[src/rtl/uart_tx_param.sv]
// Parameterised UART transmitter: start bit, 5..8 data bits LSB first, optional parity, 1 or 2 stop bits.
// Define UART_TX_FIFO_EN to add a 4-entry transmit FIFO in front of the shifter.
module uart_tx_param #(
  parameter int CLK_DIV   = 27,
  parameter int DATA_BITS = 8,
  parameter int PARITY    = 0,
  parameter int STOP_BITS = 1
) (
  input  logic       clk,
  input  logic       rst_n,
  input  logic       s_valid,
  output logic       s_ready,
  input  logic [7:0] s_data,
  output logic       tx,
  output logic       tx_bsy,
  output logic       frame_done
);
  // state | meaning
  // IDLE  | line idle high, waiting for a byte
  // START | start bit (low)
  // DATA  | DATA_BITS data bits, LSB first
  // PAR   | parity bit (only when PARITY != 0)
  // STOP  | STOP_BITS stop bits (high)
  typedef enum logic [2:0] {IDLE, START, DATA, PAR, STOP} state_t;

  localparam int BW = (CLK_DIV > 2) ? $clog2(CLK_DIV) : 1;
  localparam logic [7:0] DATA_MASK = 8'((1 << DATA_BITS) - 1);

  state_t          state, state_nx;
  logic [BW-1:0]   baud_cnt;
  logic [2:0]      bit_cnt;
  logic            stop_cnt;
  logic [7:0]      shreg, shreg_nx, load_byte, fifo_head;
  logic            par_bit, par_nx, tx_nx;
  logic            rdy_en, accept, byte_avail, load, fifo_empty;
  logic            baud_last, bit_last, stop_last;

  assign accept     = s_valid && s_ready;
  assign baud_last  = (baud_cnt == BW'(CLK_DIV - 1));
  assign bit_last   = (bit_cnt == 3'(DATA_BITS - 1));
  assign stop_last  = (stop_cnt == 1'(STOP_BITS - 1));
  assign frame_done = (state == STOP) && baud_last && stop_last;

`ifdef UART_TX_FIFO_EN
  logic [7:0] fifo_mem [4];
  logic [1:0] wr_ptr, rd_ptr;
  logic [2:0] fifo_cnt;
  logic       push, pop;

  assign fifo_empty = (fifo_cnt == 3'd0);
  assign fifo_head  = fifo_mem[rd_ptr];
  assign s_ready    = rdy_en && (fifo_cnt != 3'd4);
  assign byte_avail = accept || !fifo_empty;
  // An empty FIFO is bypassed so the start bit still follows the accept edge directly.
  assign pop        = load && !fifo_empty;
  assign push       = accept && !(load && fifo_empty);

  always_ff @(posedge clk) begin
    if (push) fifo_mem[wr_ptr] <= s_data;
  end

  always_ff @(posedge clk or negedge rst_n) begin
    if (!rst_n) begin
      wr_ptr   <= '0;
      rd_ptr   <= '0;
      fifo_cnt <= '0;
    end else begin
      if (push) wr_ptr <= wr_ptr + 2'd1;
      if (pop)  rd_ptr <= rd_ptr + 2'd1;
      case ({push, pop})
        2'b10:   fifo_cnt <= fifo_cnt + 3'd1;
        2'b01:   fifo_cnt <= fifo_cnt - 3'd1;
        default: fifo_cnt <= fifo_cnt;
      endcase
    end
  end
`else
  assign fifo_empty = 1'b1;
  assign fifo_head  = s_data;
  assign s_ready    = rdy_en && (state == IDLE);
  assign byte_avail = accept;
`endif

  always_comb begin
    state_nx = state;
    case (state)
      IDLE:  if (byte_avail) state_nx = START;
      START: if (baud_last) state_nx = DATA;
      DATA:  if (baud_last && bit_last) state_nx = (PARITY != 0) ? PAR : STOP;
      PAR:   if (baud_last) state_nx = STOP;
      STOP:  if (frame_done) state_nx = byte_avail ? START : IDLE;
      default: state_nx = IDLE;
    endcase
  end

  assign load      = (state_nx == START) && (state != START);
  assign load_byte = fifo_empty ? s_data : fifo_head;

  always_comb begin
    shreg_nx = shreg;
    par_nx   = par_bit;
    if (load) begin
      shreg_nx = load_byte;
      par_nx   = (PARITY == 1) ? ~^(load_byte & DATA_MASK) : ^(load_byte & DATA_MASK);
    end else if (state == DATA && baud_last) begin
      shreg_nx = {1'b0, shreg[7:1]};
    end
  end

  // tx is registered, so it is derived from where the FSM will be next cycle.
  always_comb begin
    tx_nx = 1'b1;
    case (state_nx)
      START:   tx_nx = 1'b0;
      DATA:    tx_nx = shreg_nx[0];
      PAR:     tx_nx = par_nx;
      default: tx_nx = 1'b1;
    endcase
  end

  always_ff @(posedge clk or negedge rst_n) begin
    if (!rst_n) begin
      state    <= IDLE;
      baud_cnt <= '0;
      bit_cnt  <= '0;
      stop_cnt <= 1'b0;
      shreg    <= '0;
      par_bit  <= 1'b0;
      tx       <= 1'b1;
      tx_bsy   <= 1'b0;
      rdy_en   <= 1'b0;
    end else begin
      state   <= state_nx;
      shreg   <= shreg_nx;
      par_bit <= par_nx;
      tx      <= tx_nx;
      tx_bsy  <= (state_nx != IDLE);
      rdy_en  <= 1'b1;
      if (state_nx != state || state == IDLE || baud_last) baud_cnt <= '0;
      else baud_cnt <= baud_cnt + BW'(1);
      if (state == DATA && baud_last) bit_cnt <= bit_last ? 3'd0 : bit_cnt + 3'd1;
      if (state_nx != state) stop_cnt <= 1'b0;
      else if (state == STOP && baud_last) stop_cnt <= stop_cnt + 1'b1;
    end
  end

endmodule

[config.mk]
export PLATFORM = sky130hd
export DESIGN_NAME = uart_tx_param
export DESIGN_NICKNAME = d
export VERILOG_FILES = /design/src/rtl/uart_tx_param.sv
export SDC_FILE = /design/constraint.sdc
export NUM_CORES = 1
export LEC_CHECK = 0
export BUFFER_PORTS_ARGS = -buffer_cell sky130_fd_sc_hd__clkbuf_2
export CAP_MARGIN = 20
export CORE_MARGIN = 2
export CORE_UTILIZATION = 60
export DETAILED_ROUTE_END_ITERATION = 16
export GPL_TIMING_DRIVEN = 1
export PLACE_DENSITY = 0.86
export SETUP_SLACK_MARGIN = 0.5
export SLEW_MARGIN = 20
export SYNTH_ARGS = -nofsm -noshare
export SYNTH_HDL_FRONTEND = slang
export SYNTH_SLANG_ARGS = --single-unit
export TNS_END_PERCENT = 1
[constraint.sdc]
create_clock -name clk -period 3.1 [get_ports clk]
set_input_delay 0.62 -clock clk [delete_from_list [all_inputs] [get_ports clk]]
set_output_delay 0.62 -clock clk [all_outputs]
set_load 0.02 [all_outputs]
==> metrics.md, run 1 <==
| Metric | Value |
|---|---|
| Pre-antenna DRT Iters | `4` |
| Slowest stage cell on the critical path | `dfrtp_1` |
| Routed WL per cell | `13.0 um` |
| Via count | `~910` |
| CP bufs+invs | `2` |
| Die height | `49.3 um` |
| Status | `complete, no violations` |
| CTS buffer count | `3` |
| Yosys cell types | `40` |
| CP arrival | `~1600 ps` |
| Period minus WS final | `around 2200 ps` |
| Yosys warning total | `0` |
| Area grow syn2layout | `8.34%` |
| Cell area after synthesis | `~1200 sq um` |
| Top Ports | `15` |
| DIE AREA | `between 2000 and 2500 sq um` |
| Htree depth | `1` |
| Period Utilization, post-route | `roughly 70%` |
| Post-cts sizing count | `0` |
| Synth Area in Adders | `4.07%` |
| ANT cells | `0` |
| Number of synthesized flops with an enable pin | `0` |
| Share of layout cells above drive strength 1 | `between 10% and 20%` |
| Crit path largest cell delay | `~430 ps` |
| Vias per inst | `around 5.6` |
| Clock Latency Late Sink | `~300 ps` |
| Slew @ Worst Pin | `between 500 and 600 ps` |
| Post-synthesis register bit count | `24` |
| Port Buffers | `14` |
| Postcts setup bufs | `0` |
| Drt total wl | `2.11 mm` |
| Worst Path Max Fanout | `8` |
| R2R Path End | `tx` |
| Hpwl dp | `approximately 1.6 mm` |
| CP Class | `flip-flop to output pin` |
| Worst hold path type | `primary input to asynchronous set/reset pin` |
| Setup TNS | `0 ps` |
| CP startpoint kind | `flip-flop` |
| Clock Tree Root | `clkbuf_4` |
| Clock Tree Buf Depth | `2` |
| Grt total ovfl | `0` |
| Crit end category | `output pin` |
| Register area share after synthesis | `48.9%` |
| Leading post-synthesis cells by cell area | `dfrtp_1 (47%), xnor2_1 (6.4%), nand2_1 (4.9%), ha_1 (4.1%), a22oi_1 (3.1%)` |
| Avg Cell Area, Syn | `between 10 and 15 sq um` |
| Reg2reg setup slack | `1240 ps` |
| Max Fclk | `449 MHz` |
| Vias in the first global route | `roughly 860` |
| Worst IR drop on VDD | `about 0.27 mV` |
| Final Skew | `between 3 and 4 ps` |
| Post-Synth XOR/XNOR Area | `~7.8%` |
| Core area | `a little under 2000 sq um` |
| Met1 Use GR | `approximately 28%` |
| Syn nets | `approximately 140` |
| Die width | `just under 50 um` |
| Mux share of post-synthesis cell area | `less than 1%` |
| Area share of and/or/nand/nor cells after synthesis | `21.7%` |
| Starting Density | `a little under two thirds` |
| R2R cell count | `6` |
| Clk slew on worst S/H paths | `120 ps` |
| Grt met3 use | `2.76%` |
| Family with the most delay on the worst path | `flip-flops` |
| First-pass GRT wire length | `between 3 and 4 mm` |
| MaxCap Viol Count | `0` |
| Fillers | `about 170` |
| Slew Viols, Final | `0` |
| Drt drc | `0` |
| Final setup violation count | `0` |
| Hold Vio Cnt, Final | `0` |
| Origin of the critical flop-to-flop path | `baud_cnt[0]` |
| Largest net degree at the start of global routing | `25` |
| DRT antenna net count | `0` |
| Post-CTS Hold Buffers | `0` |
| Area after DPL | `about 1300 sq um` |
| Critical path data required time | `between 2000 and 2500 ps` |
| Share of flip-flops with an asynchronous set or reset | `100%` |
| Post-Syn Instances | `121` |
| Power Density | `361 nW/um^2` |
| Antenna violations before repair | `0` |
| DRT iter0 DRCs | `17` |
| Largest family of logic cells by synthesized area | `simple AND/OR/NAND/NOR gates` |
| Worst-path cell chain | `inv_1, ha_1, nand4b_4, nor3_1, clkbuf_2` |
| P_leak | `0.624 nW` |
| Yosys top cell by area | `dfrtp_1` |
| RD Place Congestion | `0.879` |
| Unrepaired setup endpoints after global routing | `false` |
| Met2 Resource Use GR | `a little under 30%` |
| CTS tree | `yes` |
| Nets | `~150` |
| Max-slew headroom | `60.9%` |
| Top cell type's share of synthesized area | `about 47%` |
| Final Instance Area | `~1300 sq um` |
| GR Util All Layers | `between 10% and 20%` |
| # rows | `16` |
| Main synth FF type | `dfrtp_1` |
| Clock sink count | `24` |
| Post-synthesis compound-gate area fraction | `between 10 and 15%` |
| Global route hottest layer | `met2` |
==> cell families (layout without fill, tap and decap cells) <==
| logic type | Yosys count | count (layout) |
|---|---|---|
| AOI/OAI and AO/OA | 23 | 23 |
| xor gates and xnor gates | 11 | 11 |
| adders and majority gates | 4 | 4 |
| buffers and inverters | 11 | 25 |
| DFF | 24 | 24 |
| muxes | 1 | 1 |
| other | 1 | 1 |
| and+or+nand+nor | 46 | 46 |
==> worst max path at each step <==
stage	startpoint	to	slack [ps]	depth (start not counted)
after floorplan	baud_cnt[0]	frame_done	1150	4
after global placement	baud_cnt[0]	frame_done	1270	5
after detailed placement	baud_cnt[0]	frame_done	1220	5
after CTS	baud_cnt[0]	frame_done	870	5
after global routing	baud_cnt[0]	frame_done	770	5
final	baud_cnt[0]	frame_done	870	5
==> per-stage QoR <==
step / total power, mW / instances / hold slack, ps / util, % / setup WS (ps)
4_1_cts: 0.485 / 162 / 300 / 68.6 / 873
5_1_grt: 0.502 / 162 / 319 / 68.6 / 769
3_3_place_gp: 0.350 / 158 / 459 / 67.3 / 1270
2_1_floorplan: 0.335 / 121 / 324 / - / 1150
3_5_place_dp: 0.351 / 158 / 473 / 67.3 / 1220
6_report: 0.481 / 162 / 292 / 68.6 / 873
==> layout make-up <==
type                            count  area [sq um]  area share [%]
Inverter                            7          26.3            1.97
Multi-Input combinational cell     86           574            43.1
Timing Repair Buffer               14          70.1            5.26
Tap cell                           27          33.8            2.54
Clock buffer                        4          26.3            1.97
Sequential cell                    24           602            45.2
==> registers in the layout, indices dropped and copies added (netlist names) <==
signal	flops
tx_bsy	1
state	3
par_bit	1
tx	1
baud_cnt	5
rdy_en	1
shreg	8
stop_cnt	1
bit_cnt	3
==> routing by layer <==
layer  part of all wire, %  vias to the layer above
li1                      -                      443
met1                    47                      438
met2                    46                       28
met3                   5.6                        4
met4                   1.7                        0
met5                     0                        -
==> cell usage after synthesis, types with 2 or more instances <==
cell type,n
a21oi_1,4
a22oi_1,5
dfrtp_1,23
ha_1,4
inv_1,7
nand2_1,16
nand3_1,4
nand3b_1,2
nor2_1,9
nor3_1,2
o21ai_0,5
o22ai_1,2
or3_1,2
xnor2_1,9
xor2_1,2
==> power by group <==
part           total, mW  switching [mW]  internal [mW]  leakage, nW
Sequential         0.314        0.000105          0.314        0.294
Combinational     0.0303          0.0156         0.0147        0.315
Clock              0.137          0.0869         0.0501       0.0150
==> layout by cell type (no fill, tap or decap), drive strengths merged, types with 2 or more instances in the layout <==
cell,n
nor3,3
nand3,4
nor4b,2
o21ai,6
xnor2,9
clkbuf,18
or2,2
dfrtp,23
or3,2
xor2,2
nor2,9
nand2,16
ha,4
nand3b,2
a22oi,5
a21oi,5
a21o,2
inv,7
o22ai,2
Power figures use the tool's default switching activity.
==> run 2, diff against run 1 <==
- ABC_AREA: not set -> 1
- CORE_UTILIZATION: 60 -> 52
- PLACE_DENSITY: 0.86 -> 0.79
- clock period: 3.1 -> 1.9 ns (I/O delays scaled with it)
==> run 2 against run 1 <==
Net effect:
- combinational power increased by 130%
- worst setup slack got worse by 820 ps
- cell area increased by 31%
==> metrics.md, run 2 <==
| Metric | Value |
|---|---|
| CP arrival | `around 1500 ps` |
| Cell area after synthesis | `1440 sq um` |
| Core area | `about 2700 sq um` |
| Vias in the first global route | `about 1100` |
| Post-synth top cells | `nand2_1 (62), inv_1 (27), dfrtp_1 (23)` |
| Largest net degree at the start of global routing | `25` |
| Htree depth | `1` |
| Die height | `56.6 um` |
| Footprint of the multi-input gates | `approximately 810 sq um` |
| Syn nets | `206` |
| Post-synthesis register bit count | `24` |
| Area grow syn2layout | `21.4%` |
| ANT cells | `0` |
| Number of synthesized flops with an enable pin | `0` |
| Nets | `approximately 230` |
| Switching Fraction | `22.1%` |
| Die width | `about 57 um` |
| Share of flip-flops with an asynchronous set or reset | `100%` |
| Most common cell after layout, fill and taps aside | `nand2_1` |
| Main synth FF type | `dfrtp_1` |
| # rows | `19` |
| GR Util All Layers | `18.7%` |
| Clk slew on worst S/H paths | `roughly 120 ps` |
| Starting Density | `a little over half` |
| P_leak | `0.927 nW` |
| Vias per inst | `between 5 and 6` |
| Power Density | `around 480 nW/um^2` |
| Leading post-synthesis cells by cell area | `dfrtp_1 (40%), nand2_1 (16%), inv_1 (7.0%), nand2_2 (3.9%), nor2_1 (3.9%)` |
| CTS tree | `yes` |
| Biggest register | `shreg` |
| Count leader, synth | `nand2_1` |
| Port Buffers | `14` |
| Drt drc | `0` |
| DRT iter0 DRCs | `60` |
| Unrepaired setup endpoints after global routing | `true` |
| Crit end category | `output pin` |
| Yosys top cell by area | `dfrtp_1` |
| Total power | `about 0.84 mW` |
| Top Ports | `15` |
| DRT antenna net count | `0` |
| Avg Cell Area, Syn | `approximately 7.5 sq um` |
| CP Capture Point | `frame_done` |
| Max-slew headroom | `between 60% and 70%` |
| Area after DPL | `approximately 1600 sq um` |
| Worst-path cell chain | `inv_1, ha_2, nand2_2, inv_2, nand2_4, nor3_4, inv_2, nor2_4, buf_8` |
| Post-CTS Hold Buffers | `0` |
| Clock Tree Buf Depth | `2` |
| MaxCap Viol Count | `0` |
| Clock sink count | `24` |
| Period Utilization, post-route | `97.3%` |
| Most frequent cells in the layout | `nand2_1 (57), inv_1 (22), dfrtp_1 (21)` |
| Period minus WS final | `approximately 1800 ps` |
| Final setup violation count | `0` |
| Drt total wl | `roughly 2.6 mm` |
| Share of layout cells above drive strength 1 | `31.5%` |
| Routed WL per cell | `around 11 um` |
| Net Sw Power | `approximately 0.19 mW` |
| Via count | `between 1000 and 1500` |
| Flop pwr share | `slightly above 60%` |
| Top cell type's share of synthesized area | `about two fifths` |
| Worst IR drop on VDD | `a little over 0.3 mV` |
| Yosys cell types | `28` |
| Max reg flops | `8` |
| CTS buffer count | `3` |
| Slew @ Worst Pin | `between 500 and 600 ps` |
| Pre-antenna DRT Iters | `4` |
| Final Instance Area | `around 1700 sq um` |
| Max Fclk | `approximately 540 MHz` |
| Hpwl dp | `between 1.5 and 2 mm` |
| CP bufs+invs | `4` |
| CP startpoint kind | `flip-flop` |
| Yosys warning total | `0` |
| Fillers | `~240` |
| Family with the most delay on the worst path | `flip-flops` |
| Clock share of power | `a little under a third` |
| Worst Path Max Fanout | `2` |
| Register area share after synthesis | `41.8%` |
| Reg2reg setup slack | `~190 ps` |
| Antenna violations before repair | `0` |
| Post-Syn Instances | `about 190` |
| Setup crit start | `baud_cnt[0]` |
| First-pass GRT wire length | `about 4.7 mm` |
| Register area | `604 sq um` |
| Grt total ovfl | `0` |
| R2R cell count | `11` |
| Cell with the most instances on the worst path | `inv_2` |
| Logic pwr share | `between 8 and 9%` |
| Final Skew | `~4.6 ps` |
| CP Class | `flip-flop to output pin` |
| Origin of the critical flop-to-flop path | `baud_cnt[0]` |
| R2R Path End | `baud_cnt[3]` |
| Crit path largest cell delay | `400 ps` |
| Slowest stage cell on the critical path | `dfrtp_1` |
| Worst path depth | `9` |
| Clock Latency Late Sink | `approximately 300 ps` |
| Hold Vio Cnt, Final | `0` |
| Critical path data required time | `about 1500 ps` |
| Internal | `approximately 0.65 mW` |
| Clock Tree Root | `clkbuf_4` |
| Slew Viols, Final | `0` |
| RD Place Congestion | `around 0.80` |
| Largest regs | `shreg (8), baud_cnt (5)` |
| DIE AREA | `between 3000 and 4000 sq um` |
| Status | `complete, no violations` |
| Worst hold path type | `primary input to asynchronous set/reset pin` |
## run 2: cell types whose count changed after synthesis, moves of 6 or more
| cell | delta |
|---|---|
| xnor2_1 | -7 |
| inv_1 | +20 |
| nand3_1 | +7 |
| nand2_1 | +46 |
| nand2_2 | +9 |
| nor2_1 | +6 |
## run 2: layout make-up
type / instances / share of cell area (%)
tap: 31 / 2.22
timing repair buffer: 18 / 7.02
clock buffer: 4 / 2.08
multi-input combinational: 136 / 46.3
sequential: 24 / 34.6
inverter: 31 / 7.80
## run 2: cell families after synthesis
logic type | after synthesis | share of synthesized area [%]
AO/OA/AOI/OAI | 15 | 6.60
XOR/XNOR | 4 | 2.43
adder cells (fa/ha/maj) | 4 | 3.48
buffers and inverters | 31 | 8.25
flip-flops | 24 | 41.8
other | 1 | 0.260
AND/OR/NAND/NOR | 112 | 37.2
## run 2: repair_timing
item / in CTS / in global routing
cloned: 0 / 0
gates resized for setup: 21 / 21
pin swaps: 26 / 24
endpoints found under the setup margin: 20 / 25
buffers inserted: 4 / 0
hold endpoints to repair: 0 / 0
## run 2: how the worst min path moves through the flow
stage / startpoint / cells past startpoint / endpoint
after floorplan: rst_n / 0 / baud_cnt[0]
after global routing: rst_n / 1 / baud_cnt[4]
after CTS: rst_n / 1 / baud_cnt[3]
after global placement: rst_n / 1 / baud_cnt[2]
after detailed placement: rst_n / 1 / baud_cnt[2]
final: rst_n / 1 / baud_cnt[2]
## run 2: metal layers
layer	global-route usage (%)	vias up	wire length, um
met5	0	-	0
met1	25.5	569	1180
met2	29.4	27	1290
li1	-	647	-
met3	3.46	4	99
met4	7.48	0	42
## run 2: metrics by stage
stage / setup slack (ps) / TNS, ps / util (%) / std cells / hold WS [ps]
final: 51.6 / 0 / 65.1 / 244 / 52.0
after CTS: -24.3 / -24.3 / 63.2 / 244 / 69.3
after floorplan: 396 / 0 / - / 191 / 84.4
after global routing: -52.6 / -52.6 / 65.1 / 244 / 67.0
after detailed placement: 248 / 0 / 58.5 / 236 / 414
after global placement: 283 / 0 / 58.5 / 236 / 415
## run 2: worst reg2reg max path, delay by kind of cell, from the launching register on
family                     cells  cell delay (ps)
adders and majority gates      1              160
buffers and inverters          2              200
and+or+nand+nor                8              900
DFF                            1              400
## run 2: power by group through the flow
stage	Clock, mW	Sequential [mW]	Combinational [mW]
final	0.257	0.512	0.0684
after global routing	0.299	0.513	0.0808
after CTS	0.271	0.512	0.0703
after detailed placement	0	0.522	0.0696
after global placement	0	0.522	0.0685
after floorplan	0	0.522	0.0361
==> run 3, diff against run 2 <==
- ABC_AREA: 1 -> not set
- CORE_UTILIZATION: 52 -> 50
- PLACE_DENSITY: 0.79 -> 0.77
- RECOVER_POWER: not set -> 50
==> run 3 against run 2 <==
Net effect:
- register-to-register slack worse by 30 ps
- critical path depth is 3 lower
- sequential cell count stayed put
- clock power is 43% higher
- hold slack better by 250 ps
- via count is 28% lower
- cell count is 31% lower
- global-route usage is 0.38 points higher
- first-iteration DRC count is 72% lower
- utilization is 0.96 points higher
- non-clock buffer count is 2 higher
- critical path type unchanged
==> metrics.md, run 3 (synthesis gave the netlist of run 1 again) <==
| Metric | Value |
|---|---|
| Status | `complete, no violations` |
| # rows | `17` |
| Setup crit start | `baud_cnt[0]` |
| Clock Latency Late Sink | `slightly above 300 ps` |
| Critical path data required time | `1520 ps` |
| Clock sink count | `24` |
| Crit end category | `output pin` |
| Via count | `~900` |
| Period Utilization, post-route | `between 90% and 100%` |
| DRT antenna net count | `0` |
| Final Instance Area | `approximately 1500 sq um` |
| Clock Tree Root | `clkbuf_4` |
| Top Ports | `15` |
| Final WS setup | `67.6 ps` |
| Power Density | `619 nW/um^2` |
| Die height | `around 54 um` |
| Final Skew | `approximately 12 ps` |
| Most common cell after layout, fill and taps aside | `dfrtp_1` |
| Vias per inst | `roughly 5.3` |
| Place WS | `approximately 150 ps` |
| Routed WL per cell | `13.7 um` |
| Nets | `~160` |
| Worst Path Max Fanout | `2` |
| DRT iter0 DRCs | `17` |
| CTS tree | `yes` |
| Area grow syn2layout | `22.2%` |
| Post-CTS Hold Buffers | `0` |
| Worst IR drop on VDD | `between 0.4 and 0.5 mV` |
| Origin of the critical flop-to-flop path | `baud_cnt[0]` |
| Family with the most delay on the worst path | `flip-flops` |
| Worst hold path type | `primary input to asynchronous set/reset pin` |
| Slowest stage cell on the critical path | `dfrtp_1` |
| Slew @ Worst Pin | `between 1000 and 1500 ps` |
| Max Fclk | `~550 MHz` |
| Clk slew on worst S/H paths | `around 140 ps` |
| DIE AREA | `2870 sq um` |
| Largest regs | `shreg (8), baud_cnt (5)` |
| Biggest register | `shreg` |
| Hpwl dp | `1.69 mm` |
| Max reg flops | `8` |
| Unrepaired setup endpoints after global routing | `true` |
| Share of layout cells above drive strength 1 | `between 30% and 40%` |
| Antenna violations before repair | `0` |
| P_leak | `0.670 nW` |
| Die width | `approximately 54 um` |
| Pre-antenna DRT Iters | `4` |
| Max-slew headroom | `roughly 16%` |
| Grt total ovfl | `0` |
| Fin cells | `169` |
| First-pass GRT wire length | `between 3 and 4 mm` |
| RD Place Congestion | `between 0.8 and 0.9` |
| CP bufs+invs | `3` |
| Setup TNS | `0 ps` |
| Htree depth | `1` |
| Vias in the first global route | `a little under 900` |
| Hold Worst Slack | `298 ps` |
| CP arrival | `roughly 1500 ps` |
| CP startpoint kind | `flip-flop` |
| Drt total wl | `2.32 mm` |
| Core area | `2280 sq um` |
| GR Util All Layers | `between 10% and 20%` |
| Placed cells | `about 160` |
| Area after DPL | `1350 sq um` |
| Fin util | `around 66%` |
| Period minus WS final | `1830 ps` |
| Worst-path cell chain | `inv_1, ha_2, nand4b_4, buf_6, nor3_4, buf_6` |
| ANT cells | `0` |
| Slew Viols, Final | `0` |
| Crit path largest cell delay | `around 410 ps` |
| Clock Tree Buf Depth | `2` |
| CP Class | `flip-flop to output pin` |
| Starting Density | `between 50% and 60%` |
| Hold Vio Cnt, Final | `0` |
| Most frequent cells in the layout | `dfrtp_1 (21), nand2_1 (10), nor2_1 (9), xnor2_1 (9), clkbuf_2 (9)` |
| Port Buffers | `14` |
| Largest net degree at the start of global routing | `25` |
| Drt drc | `0` |
| Total power | `between 0.9 and 1 mW` |
| MaxCap Viol Count | `0` |
| CTS buffer count | `3` |
| Cell with the most instances on the worst path | `buf_6` |
| Final setup violation count | `0` |
==> run 3: cell count changes in the layout (fill, tap and decap cells not counted), moves of 5 or more <==
cell     before  now
nand2_1      57   10
inv_1        22    7
xnor2_1       2    9
nand3_1      10    4
nand2_2       9    4
nor2_2        5    0
==> run 3: report_power, final <==
group	switching [mW]	internal [mW]	total, mW	leakage (nW)
registers	0.000278	0.512	0.512	0.292
logic	0.0272	0.0240	0.0512	0.350
clock network	0.154	0.213	0.367	0.0279
total	0.182	0.749	0.931	0.670
==> run 3: worst paths after layout <==
kind                                    to  slack (ps)  depth (start not counted)
worst max-delay path            frame_done          70                          6
worst min-delay path                tx_bsy         300                          1
worst max register to register      tx_bsy         160                          6
worst min register to register  bit_cnt[1]         510                          2
max in group asynchronous         state[1]         790                          1
min in group clk                  shreg[7]         310                          3
==> run 3: timing repair <==
item / in CTS / in global routing
endpoints found under the hold margin: 0 / 0
resized for setup: 2 / 26
buffers inserted: 3 / 0
pin swaps: 1 / 12
setup endpoints to repair: 20 / 26
==> run 3: area by class of cell <==
class                      instances  area, sq um
timing repair buffer              20          128
sequential                        24          604
fill                             169          773
tap                               28         35.0
multi-input combinational         86          657
inverter                           7         26.3
clock buffer                       3         22.5
clock inverter                     1         30.0
==> run 3: layer usage <==
metal  GRT usage, %  share of wire, %
met5              0                 0
met4           2.56                 0
met2           32.7                49
met3           3.33               3.8
met1           26.0                48
